`config.mk`:
```
export PLATFORM = sky130hd
export DESIGN_NAME = hilo_muldiv_ctrl_flat
export DESIGN_NICKNAME = d
export VERILOG_FILES = /design/src/rtl/hilo_muldiv_ctrl_if.sv /design/src/rtl/hilo_muldiv_ctrl.sv /design/src/flat_wrapper.sv
export SDC_FILE = /design/constraint.sdc
export NUM_CORES = 1
export LEC_CHECK = 0
export BUFFER_PORTS_ARGS = -buffer_cell sky130_fd_sc_hd__buf_2
export CELL_PAD_IN_SITES_DETAIL_PLACEMENT = 1
export CELL_PAD_IN_SITES_GLOBAL_PLACEMENT = 2
export CORE_MARGIN = 2
export CORE_UTILIZATION = 26
export CTS_BUF_LIST = sky130_fd_sc_hd__clkbuf_16
export DETAILED_ROUTE_END_ITERATION = 10
export PLACE_DENSITY_LB_ADDON = 0.05
export SYNTH_ARGS = -nofsm -noshare
export SYNTH_HDL_FRONTEND = slang
export SYNTH_SLANG_ARGS = --single-unit
```
`constraint.sdc`:
```
create_clock -name clock -period 2.5 [get_ports clock]
set_input_delay 0.375 -clock clock [delete_from_list [all_inputs] [get_ports clock]]
set_output_delay 0.375 -clock clock [all_outputs]
set_load 0.1 [all_outputs]
```
`src/rtl/hilo_muldiv_ctrl_if.sv`:
```
// Operand/handshake bus between the HI/LO controller and an iterative signed divider.
interface hilo_muldiv_ctrl_if;
    localparam int unsigned XLEN = 32;

    logic [XLEN-1:0] div_dividend;
    logic [XLEN-1:0] div_divisor;
    logic            div_start;
    logic            div_busy;
    logic [XLEN-1:0] div_q;
    logic [XLEN-1:0] div_r;

    modport master (
        output div_dividend, div_divisor, div_start,
        input  div_busy, div_q, div_r
    );

    modport slave (
        input  div_dividend, div_divisor, div_start,
        output div_busy, div_q, div_r
    );
endinterface

```
`src/rtl/hilo_muldiv_ctrl.sv`:
```
// HI/LO register owner: sequences an external divider, handles MTHI/MTLO and divide-by-zero.
// Define HILO_MULT_EN to add single-cycle MULT/MULTU into {hi,lo}.
module hilo_muldiv_ctrl #(
    parameter int unsigned MAX_WAIT = 48
) (
    input  logic        clock,
    input  logic        reset,
    input  logic        op_valid,
    input  logic [2:0]  op,
    input  logic [31:0] rs_val,
    input  logic [31:0] rt_val,
    output logic        stall,
    output logic [31:0] hi,
    output logic [31:0] lo,
    output logic        err,
    hilo_muldiv_ctrl_if.master div_if
);
    localparam int unsigned XLEN  = 32;
    localparam int unsigned CNT_W = $clog2(MAX_WAIT + 1);
    localparam logic [CNT_W-1:0] WAIT_LAST = CNT_W'(MAX_WAIT - 1);

    localparam logic [2:0] OP_DIV   = 3'd1;
    localparam logic [2:0] OP_MTHI  = 3'd4;
    localparam logic [2:0] OP_MTLO  = 3'd5;
`ifdef HILO_MULT_EN
    localparam logic [2:0] OP_MULT  = 3'd2;
    localparam logic [2:0] OP_MULTU = 3'd3;
`endif

    typedef enum logic [1:0] {
        ST_IDLE,
        ST_LAUNCH,
        ST_RELEASE,
        ST_WAIT
    } state_e;

    state_e            state_q, state_d;
    logic [XLEN-1:0]   hi_q, hi_d;
    logic [XLEN-1:0]   lo_q, lo_d;
    logic              err_q, err_d;
    logic [XLEN-1:0]   dividend_q, dividend_d;
    logic [XLEN-1:0]   divisor_q, divisor_d;
    logic              start_q, start_d;
    logic [CNT_W-1:0]  wait_cnt_q, wait_cnt_d;
    logic              div_req;
`ifdef HILO_MULT_EN
    logic [2*XLEN-1:0] prod_s;
    logic [2*XLEN-1:0] prod_u;
`endif

    // A real divide request; divide-by-zero is resolved locally without the divider.
    assign div_req = op_valid && (op == OP_DIV) && (rt_val != '0);

    always_ff @(posedge clock) begin
        if (!reset) begin
            state_q    <= ST_IDLE;
            hi_q       <= '0;
            lo_q       <= '0;
            err_q      <= 1'b0;
            dividend_q <= '0;
            divisor_q  <= '0;
            start_q    <= 1'b0;
            wait_cnt_q <= '0;
        end else begin
            state_q    <= state_d;
            hi_q       <= hi_d;
            lo_q       <= lo_d;
            err_q      <= err_d;
            dividend_q <= dividend_d;
            divisor_q  <= divisor_d;
            start_q    <= start_d;
            wait_cnt_q <= wait_cnt_d;
        end
    end

    always_comb begin
        state_d    = state_q;
        hi_d       = hi_q;
        lo_d       = lo_q;
        err_d      = 1'b0;
        dividend_d = dividend_q;
        divisor_d  = divisor_q;
        start_d    = 1'b0;
        wait_cnt_d = wait_cnt_q;
`ifdef HILO_MULT_EN
        prod_s = {{XLEN{rs_val[XLEN-1]}}, rs_val} * {{XLEN{rt_val[XLEN-1]}}, rt_val};
        prod_u = {{XLEN{1'b0}}, rs_val} * {{XLEN{1'b0}}, rt_val};
`endif

        case (state_q)
            ST_IDLE: begin
                wait_cnt_d = '0;
                if (op_valid) begin
                    case (op)
                        OP_DIV: begin
                            if (rt_val == '0) begin
                                hi_d = rs_val;
                                lo_d = '1;
                            end else if (!div_if.div_busy) begin
                                dividend_d = rs_val;
                                divisor_d  = rt_val;
                                start_d    = 1'b1;
                                state_d    = ST_LAUNCH;
                            end
                        end
                        OP_MTHI: hi_d = rs_val;
                        OP_MTLO: lo_d = rs_val;
`ifdef HILO_MULT_EN
                        OP_MULT:  {hi_d, lo_d} = prod_s;
                        OP_MULTU: {hi_d, lo_d} = prod_u;
`endif
                        default: ;
                    endcase
                end
            end
            ST_LAUNCH: state_d = ST_RELEASE;
            ST_RELEASE: begin
                wait_cnt_d = '0;
                state_d    = ST_WAIT;
            end
            ST_WAIT: begin
                if (!div_if.div_busy) begin
                    hi_d       = div_if.div_r;
                    lo_d       = div_if.div_q;
                    wait_cnt_d = '0;
                    state_d    = ST_IDLE;
                end else if (wait_cnt_q == WAIT_LAST) begin
                    // Divider hung: abandon the run and leave HI/LO untouched.
                    err_d      = 1'b1;
                    wait_cnt_d = '0;
                    state_d    = ST_IDLE;
                end else begin
                    wait_cnt_d = wait_cnt_q + CNT_W'(1);
                end
            end
            default: state_d = ST_IDLE;
        endcase
    end

    // Stall covers both an accepted divide and one blocked behind a still-busy divider.
    assign stall = reset && ((state_q != ST_IDLE) || div_req);

    assign hi                  = hi_q;
    assign lo                  = lo_q;
    assign err                 = err_q;
    assign div_if.div_dividend = dividend_q;
    assign div_if.div_divisor  = divisor_q;
    assign div_if.div_start    = start_q;
endmodule

```
`src/flat_wrapper.sv`:
```
// flat-port wrapper written by rule: the top's interface ports become plain ports
module hilo_muldiv_ctrl_flat 
#(
    parameter int unsigned MAX_WAIT = 48
)
  (clock, reset, op_valid, op, rs_val, rt_val, stall, hi, lo, err, div_if_div_dividend, div_if_div_divisor, div_if_div_start, div_if_div_busy, div_if_div_q, div_if_div_r);
  hilo_muldiv_ctrl_if div_if_i ();
  input  logic clock;
  input  logic reset;
  input  logic op_valid;
  input  logic [2:0] op;
  input  logic [31:0] rs_val;
  input  logic [31:0] rt_val;
  output logic stall;
  output logic [31:0] hi;
  output logic [31:0] lo;
  output logic err;
  output wire logic [$bits(div_if_i.div_dividend)-1:0] div_if_div_dividend;
  output wire logic [$bits(div_if_i.div_divisor)-1:0] div_if_div_divisor;
  output wire logic [$bits(div_if_i.div_start)-1:0] div_if_div_start;
  input wire logic [$bits(div_if_i.div_busy)-1:0] div_if_div_busy;
  input wire logic [$bits(div_if_i.div_q)-1:0] div_if_div_q;
  input wire logic [$bits(div_if_i.div_r)-1:0] div_if_div_r;
  assign div_if_div_dividend = div_if_i.div_dividend;
  assign div_if_div_divisor = div_if_i.div_divisor;
  assign div_if_div_start = div_if_i.div_start;
  assign div_if_i.div_busy = div_if_div_busy;
  assign div_if_i.div_q = div_if_div_q;
  assign div_if_i.div_r = div_if_div_r;
  hilo_muldiv_ctrl #(.MAX_WAIT(MAX_WAIT)) u_core (.clock(clock), .reset(reset), .op_valid(op_valid), .op(op), .rs_val(rs_val), .rt_val(rt_val), .stall(stall), .hi(hi), .lo(lo), .err(err), .div_if(div_if_i));
endmodule
```
**Yosys cells after proc, flatten, opt, wreduce, memory -nomap -nowiden**

Index checks and enable logic that the tools add are counted.
Widths: inputs -> output; s select.

- Input bits: 135
- Register bits after elaboration: 138
- Logic and storage cells: 70
- Output and inout port bits: 131

- Muxes and demuxes: 22
- Equality and inequality tests: 16
- $add $sub $neg: 1
- Reduce and logical (&&, ||, !) cells: 17
- Bitwise gates (word level): 6

Operators by type and width:

| operator | number |
|---|---|
| $pmux 32 s2 | 4 |
| $mux 32 | 6 |
| $logic_not 32->1 | 1 |
| $reduce_bool 32->1 | 1 |
| $reduce_and 5->1 | 4 |
| $mux 2 | 6 |
| $mux 6 | 2 |
| $pmux 6 s2 | 1 |
| $ne 3x2->1 const B | 3 |
| $ne 2x2->1 const B | 4 |
| $pmux 2 s4 | 1 |
| $add 6x1->6 const B | 1 |
| $eq 3x3->1 const B | 2 |
| $eq 6x6->1 const B | 1 |
| $not 1->1 | 6 |
| $reduce_bool 2->1 | 3 |
| $reduce_or 5->1 | 1 |
| $eq 2x2->1 const B | 2 |
| $eq 3x1->1 const B | 1 |
| $logic_and 1x1->1 | 3 |
| $ne 3x3->1 const B | 1 |
| $reduce_and 3->1 | 1 |
| $eq 2x1->1 const B | 1 |
| $logic_not 2->1 | 1 |
| other kinds (4) | 5 |

**Depth between registers and ports, before layout**

Gate-level depths: netlist of run 1.

- Depth in word-level cells: 5
- Depth in mapped cells: 9
- Depth with buffers taken out: 7

**Worst setup path before layout of run 1**

No wires, ideal clock.

- Kind: input -> output
- Start: in reset
- End: out stall
- Buffers on the path: 2
- Stages: 4
- Arrival time: 2288 ps
- Data required time: 2125 ps
- Setup slack: -163 ps
- Cells stage by stage: inv_2 > clkbuf_1 > clkbuf_1 > a21oi_1

- Cells in the longest elaborated chain, start to end: 1

Ends and longest elaborated chain:

| item | RTL line | RTL |
|---|---|---|
| start: declaration | flat_wrapper.sv:9 | `input logic reset;` |
| $logic_and 1x1->1 | hilo_muldiv_ctrl.sv:141 | `assign stall = reset && ((state_q != ST_IDLE) \|\| div_req);` |
| end: declaration | flat_wrapper.sv:14 | `output logic stall;` |

Every way passes these cells.

**Final worst setup path of run 1**

- Start: reg u_core.state_q[0]
- End: out stall

- Cells in the longest elaborated chain, start to end: 3

Ends and longest elaborated chain:

| item | RTL line | RTL |
|---|---|---|
| start: declaration | hilo_muldiv_ctrl.sv:37 | `state_e state_q, state_d;` |
| start signal: assignment | hilo_muldiv_ctrl.sv:65 | `state_q <= state_d;` |
| $reduce_bool 2->1 | hilo_muldiv_ctrl.sv:141 |  |
| $logic_or 1x1->1 | hilo_muldiv_ctrl.sv:141 |  |
| $logic_and 1x1->1 | hilo_muldiv_ctrl.sv:141 |  |

Every way passes these cells.

==> results.sh, run 1 <==
export IMPL_status="finished, final reports clean"
export IMPL_fin_crit_sh=0.921
export IMPL_hold_class="input port to register"
export IMPL_antenna_found_initial=2
export IMPL_synthesis_nets=832
export IMPL_num_fill_cells=2723
export IMPL_ys_seq_elements=138
export IMPL_cp_arrival_ps=1930
export IMPL_max_slew_worst_pin_slew_ps=870
export IMPL_layout_nets=1075
export IMPL_cts_setup_buffers=0
export IMPL_period_needed_ps=2300
export IMPL_synth_top_area_cell="dfxtp_1"
export IMPL_synth_area_mm2=0.00607
export IMPL_port_buffers=265
export IMPL_finalSetupViolations=0
export IMPL_dr_pass1_iters=4
export IMPL_dieHeight_um=157
export IMPL_overflow=0
export IMPL_syn_to_final_growth_pct=38.1
export IMPL_ys_top_cells_by_area="dfxtp_1, a21oi_1, nand2_1"
export IMPL_final_cells=1261
export IMPL_slew_viol_final=0
export IMPL_clock_sinks=138
export IMPL_placed_cell_area_mm2=0.00773
export IMPL_synth_top_area_share=0.455
export IMPL_required_ps=2120
export IMPL_cts_tree="done"
export IMPL_cts_repair_resized=0
export IMPL_die_area_mm2=0.0246
export IMPL_ant_nets=0
export IMPL_timing_critical_path_fanout_max=7
export IMPL_place_congestion=0.729
export IMPL_synth_distinct_cells=41
export IMPL_post_place_ws_ps=274
export IMPL_power_leakage_nw=3.52
export IMPL_hold_viol=0
export IMPL_wl_per_cell_um=17.7
export IMPL_stdcell_area_mm2=0.00839
export IMPL_path_clk_slew_ps=70
export IMPL_routed_wl_um=22300
export IMPL_finalSetupTns_ps=0
export IMPL_multi_input_area_mm2=0.00302
export IMPL_rsz0062_at_grt="false"
export IMPL_globalRouteTotalUtil=0.182
export IMPL_root_buffer="clkbuf_16"
export IMPL_clockBufferDepth=2
export IMPL_grt_max_degree=133
export IMPL_first_iter_violations=170
export IMPL_ctsHtreeMaxLevel=4
export IMPL_io_pins=266
export IMPL_synth_warnings=0
export IMPL_drive_above_1_share=0.411
export IMPL_rows=55
export IMPL_vias=5968
export IMPL_seqCellArea_mm2=0.00276
export IMPL_fmax_ghz=0.434
export IMPL_dpl_hpwl_um=16000
export IMPL_numCtsBuffers=17
export IMPL_syn_instance_count=692
export IMPL_slew_headroom=0.420
export IMPL_layout_commonest_cell="buf_2"
export IMPL_drc=0
export IMPL_p_per_area_mw_per_mm2=1150
export IMPL_critPathLaunchType="register"
export IMPL_cap_viol_max_count=0
export IMPL_mostFrequentLayoutCells="buf_2, a21oi_1, nand2_1, dfxtp_1, nor2_1"
export IMPL_layout_setup_ws_ps=197
export IMPL_die_w_um=157
export IMPL_core_area_mm2=0.0228
export IMPL_cts_hold_buf=0
export IMPL_syn_avg_cell_area_um2=8.78
export IMPL_peakVddDrop_mv=0.410
export IMPL_cp_end_kind="output pin"
export IMPL_grt_pass1_wl_um=34600
export IMPL_yosysSeqAreaShare=0.455
export IMPL_clock_skew_ps=13.8
export IMPL_viasPerCell=4.73
export IMPL_grt_pass1_vias=6221
export IMPL_place_inst=1229
export IMPL_clkLatencyLatePin_ps=430
export IMPL_initial_core_util=0.267
export IMPL_path_class="register to output pin"
==> worst max-delay path, stage by stage, from the launching register on <==
cell and delay (ps):
dfxtp_1 430, inv_1 100, ha_1 240, buf_4 180, a21oi_2 110, buf_2 450
==> metrics by stage <==
stage | total power, mW | utilization | hold slack, ps
5_1_grt | 10.1 | 0.368 | 179
3_5_place_dp | 6.87 | 0.340 | 444
4_1_cts | 9.77 | 0.368 | 169
6_report | 9.64 | 0.368 | 190
2_1_floorplan | 6.01 | - | 456
3_3_place_gp | 6.81 | 0.340 | 439
==> registers in the layout, indices dropped and copies added (netlist names) <==
name / cells
u_core.div_if.div_start: 1
u_core.state_q: 2
u_core.lo: 32
u_core.hi: 32
u_core.div_if.div_divisor: 32
u_core.wait_cnt_q: 6
u_core.err: 1
u_core.div_if.div_dividend: 32
==> cells by family after synthesis <==
kind of cell	count (synthesis)	share of synthesized area
simple gates	240	0.179
compound gates	239	0.292
flops	138	0.455
buf+inv	65	0.0562
fa+ha+maj	5	0.0103
xor+xnor	3	0.00433
mux	2	0.00330
==> synth_stat cells <==
cell      number
a21oi_1      164
dfxtp_1      138
nand2_1      138
nor2_1        39
nor2b_1       35
clkbuf_1      32
a211oi_2      30
a221oi_2      30
buf_2         12
nor4_1         9
buf_4          8
buf_6          7
ha_1           5
inv_1          5
nor3_1         4
nand3_1        3
a211oi_1       2
a21o_1         2
a221oi_1       2
and4_4         2
mux2i_1        2
nand4b_1       2
o21ai_0        2
xor2_1         2
a21oi_2        1
a22o_1         1
a311o_4        1
a311oi_1       1
a31oi_1        1
and2_0         1
and2_4         1
inv_2          1
nand2_4        1
nand3b_1       1
nor2_2         1
nor3_2         1
nor3b_2        1
o21ai_2        1
o31a_1         1
or4b_2         1
xnor2_1        1
==> worst paths after layout <==
kind	cells past startpoint	endpoint	slack (ps)	startpoint
worst max-delay path	5	stall	200	u_core.state_q[0]
worst min-delay path	3	u_core.div_if.div_dividend[27]	190	rs_val[27]
worst max register to register	7	u_core.lo[0]	330	u_core.state_q[0]
worst min register to register	2	u_core.div_if.div_divisor[30]	450	u_core.div_if.div_divisor[30]
==> area by class of cell <==
class / instances / area share
Timing Repair Buffer: 283 / 0.183
Clock inverter: 12 / 0.0267
Inverter: 6 / 0.00328
Antenna cell: 3 / 0.000895
Tap cell: 313 / 0.0467
Sequential cell: 138 / 0.329
Clock buffer: 17 / 0.0507
Multi-Input combinational cell: 489 / 0.359
==> power by group <==
group          internal (mW)  leakage, nW  total (mW)  switching, mW
sequential              2.51         1.12        2.68          0.170
clock                   1.86        0.315        2.85          0.991
combinational          0.868         2.09        4.11           3.24
total                   5.24         3.52        9.64           4.41
==> metal layers <==
layer	vias up	track usage	part of all wire
li1	2918	-	-
met1	2843	0.228	0.45
met2	186	0.300	0.47
met3	21	0.0534	0.067
met4	0	0.0581	0.013
met5	-	0	0
Power figures use the tool's default switching activity.
==> inputs of run 2 (changes only) <==
==> constraint.sdc (replaced) <==
create_clock -name clock -period 2.5 [get_ports clock]
set_input_delay 0.125 -clock clock [delete_from_list [all_inputs] [get_ports clock]]
set_output_delay 0.125 -clock clock [all_outputs]
set_load 0.1 [all_outputs]
==> results.sh, run 2 (synthesis results as in run 1) <==
export IMPL_switching_share=0.466
export IMPL_cp_arrival_ps=2640
export IMPL_dpl_hpwl_um=16500
export IMPL_root_buffer="clkbuf_16"
export IMPL_die_w_um=157
export IMPL_hold_class="input port to register"
export IMPL_final_cells=1329
export IMPL_drive_above_1_share=0.382
export IMPL_period_needed_ps=2320
export IMPL_grt_pass1_vias=6613
export IMPL_whs_ps=22.6
export IMPL_reg2reg_from="u_core.state_q[0]"
export IMPL_slew_headroom=0.534
export IMPL_clock_skew_ps=16.7
export IMPL_first_iter_violations=178
export IMPL_clock_sinks=138
export IMPL_routed_wl_um=23300
export IMPL_critPathLaunchType="register"
export IMPL_fin_crit_sh=0.927
export IMPL_multi_input_area_mm2=0.00301
export IMPL_vias=6212
export IMPL_grt_pass1_wl_um=36100
export IMPL_dr_pass1_iters=4
export IMPL_power_switching_mw=4.43
export IMPL_worstSetupEndpoint="u_core.lo[3]"
export IMPL_syn_to_final_growth_pct=48.5
export IMPL_place_congestion=0.732
export IMPL_pwr_share_comb=0.438
export IMPL_startpoint="u_core.state_q[0]"
export IMPL_clkLatencyLatePin_ps=420
export IMPL_core_area_mm2=0.0228
export IMPL_path_class="register to register"
export IMPL_critical_path_reg2reg_endpoint="u_core.lo[3]"
export IMPL_power_leakage_nw=3.80
export IMPL_dieHeight_um=157
export IMPL_io_pins=266
export IMPL_hold_viol=0
export IMPL_grt_max_degree=76
export IMPL_n_antenna_cell=0
export IMPL_p_int_mw=5.08
export IMPL_finalSetupTns_ps=0
export IMPL_rr_worst_depth=10
export IMPL_ctsHtreeMaxLevel=4
export IMPL_layout_commonest_cell="buf_2"
export IMPL_num_fill_cells=2705
export IMPL_status="finished, final reports clean"
export IMPL_cts_tree="done"
export IMPL_rsz0062_at_grt="false"
export IMPL_clockBufferDepth=2
export IMPL_max_slew_worst_pin_slew_ps=700
export IMPL_drc=0
export IMPL_finalSetupViolations=0
export IMPL_p_clk_frac=0.278
export IMPL_fmax_ghz=0.431
export IMPL_globalRouteTotalUtil=0.189
export IMPL_rows=55
export IMPL_place_inst=1230
export IMPL_ant_nets=0
export IMPL_seqCellArea_mm2=0.00276
export IMPL_port_buffers=265
export IMPL_p_per_area_mw_per_mm2=1050
export IMPL_path_clk_slew_ps=60
export IMPL_cp_end_kind="register"
export IMPL_overflow=0
export IMPL_viasPerCell=4.67
export IMPL_numCtsBuffers=17
export IMPL_initial_core_util=0.267
export IMPL_timing_critical_path_fanout_max=35
export IMPL_wl_per_cell_um=17.5
export IMPL_seq_power_share=0.283
export IMPL_antenna_found_initial=1
export IMPL_cts_repair_resized=0
export IMPL_r2r_slack_ps=180
export IMPL_die_area_mm2=0.0246
export IMPL_layout_nets=1143
export IMPL_required_ps=2820
export IMPL_slew_viol_final=0
export IMPL_mostFrequentLayoutCells="buf_2, a21oi_1, nand2_1, dfxtp_1, dlygate4sd3_1"
export IMPL_peakVddDrop_mv=0.408
export IMPL_cap_viol_max_count=0
run 2: cell count changes in the layout (fill, tap and decap cells not counted), moves of 2 or more:
cell	previous run	this run
bufinv_16	6	4
dlygate4sd3_1	0	64
diode_2	3	0
buf_4	12	15
clkinv_4	2	0
clkinv_1	0	5
run 2: cell type report:
class	count	area share
clock inverters	15	0.0200
repair buffers	351	0.246
inverters	6	0.00305
multi-input cells	489	0.334
well taps	313	0.0434
flip-flops and latches	138	0.306
clock buffers	17	0.0472
run 2: worst min-delay path by stage:
stage | start | end | slack, ps | depth (start not counted)
after floorplan | reset | u_core.err | 240 | 2
after global placement | rs_val[21] | u_core.div_if.div_dividend[21] | 380 | 3
after detailed placement | rs_val[10] | u_core.div_if.div_dividend[10] | 390 | 3
after CTS | reset | u_core.err | 4 | 3
after global routing | reset | u_core.err | 20 | 3
final | reset | u_core.err | 20 | 3
run 2: worst max-delay path, cell delays in order, from the launching register on:
cell and delay [ps]:
dfxtp_1 440, inv_1 110, ha_1 240, mux2i_1 400, nor2_4 70, buf_12 190
nand2_1 120, o21ai_4 70, buf_4 150, buf_4 150, a221oi_2 260
run 2: metrics by stage:
step	total power, mW	setup slack (ps)	util	area (um^2)
floorplan	6.01	151	-	6070
global placement	6.79	207	0.340	7750
detailed placement	6.86	92.8	0.340	7750
CTS	9.64	82.6	0.395	9000
global route	9.95	21.8	0.396	9020
finish	9.51	182	0.396	9020
run 2: routing by layer:
layer | track usage | up-vias | wire length (um)
met3 | 0.0570 | 16 | 1400
met1 | 0.230 | 2976 | 10300
met5 | 0 | - | 0
met2 | 0.327 | 172 | 11400
met4 | 0.0433 | 0 | 196
li1 | - | 3048 | -
run 2: power groups by stage:
stage / clock network (mW) / registers (mW) / logic [mW]
4_1_cts: 2.73 / 2.70 / 4.21
5_1_grt: 2.84 / 2.73 / 4.38
6_report: 2.65 / 2.69 / 4.17
2_1_floorplan: 0 / 4.80 / 1.21
3_5_place_dp: 0 / 2.74 / 4.12
3_3_place_gp: 0 / 2.73 / 4.06
run 2: repair_timing:
item                                    4_1_cts  5_1_grt
hold buffers                                 64        0
endpoints found under the hold margin        64        0
endpoints found under the setup margin        0       18
setup buffers                                 0        3
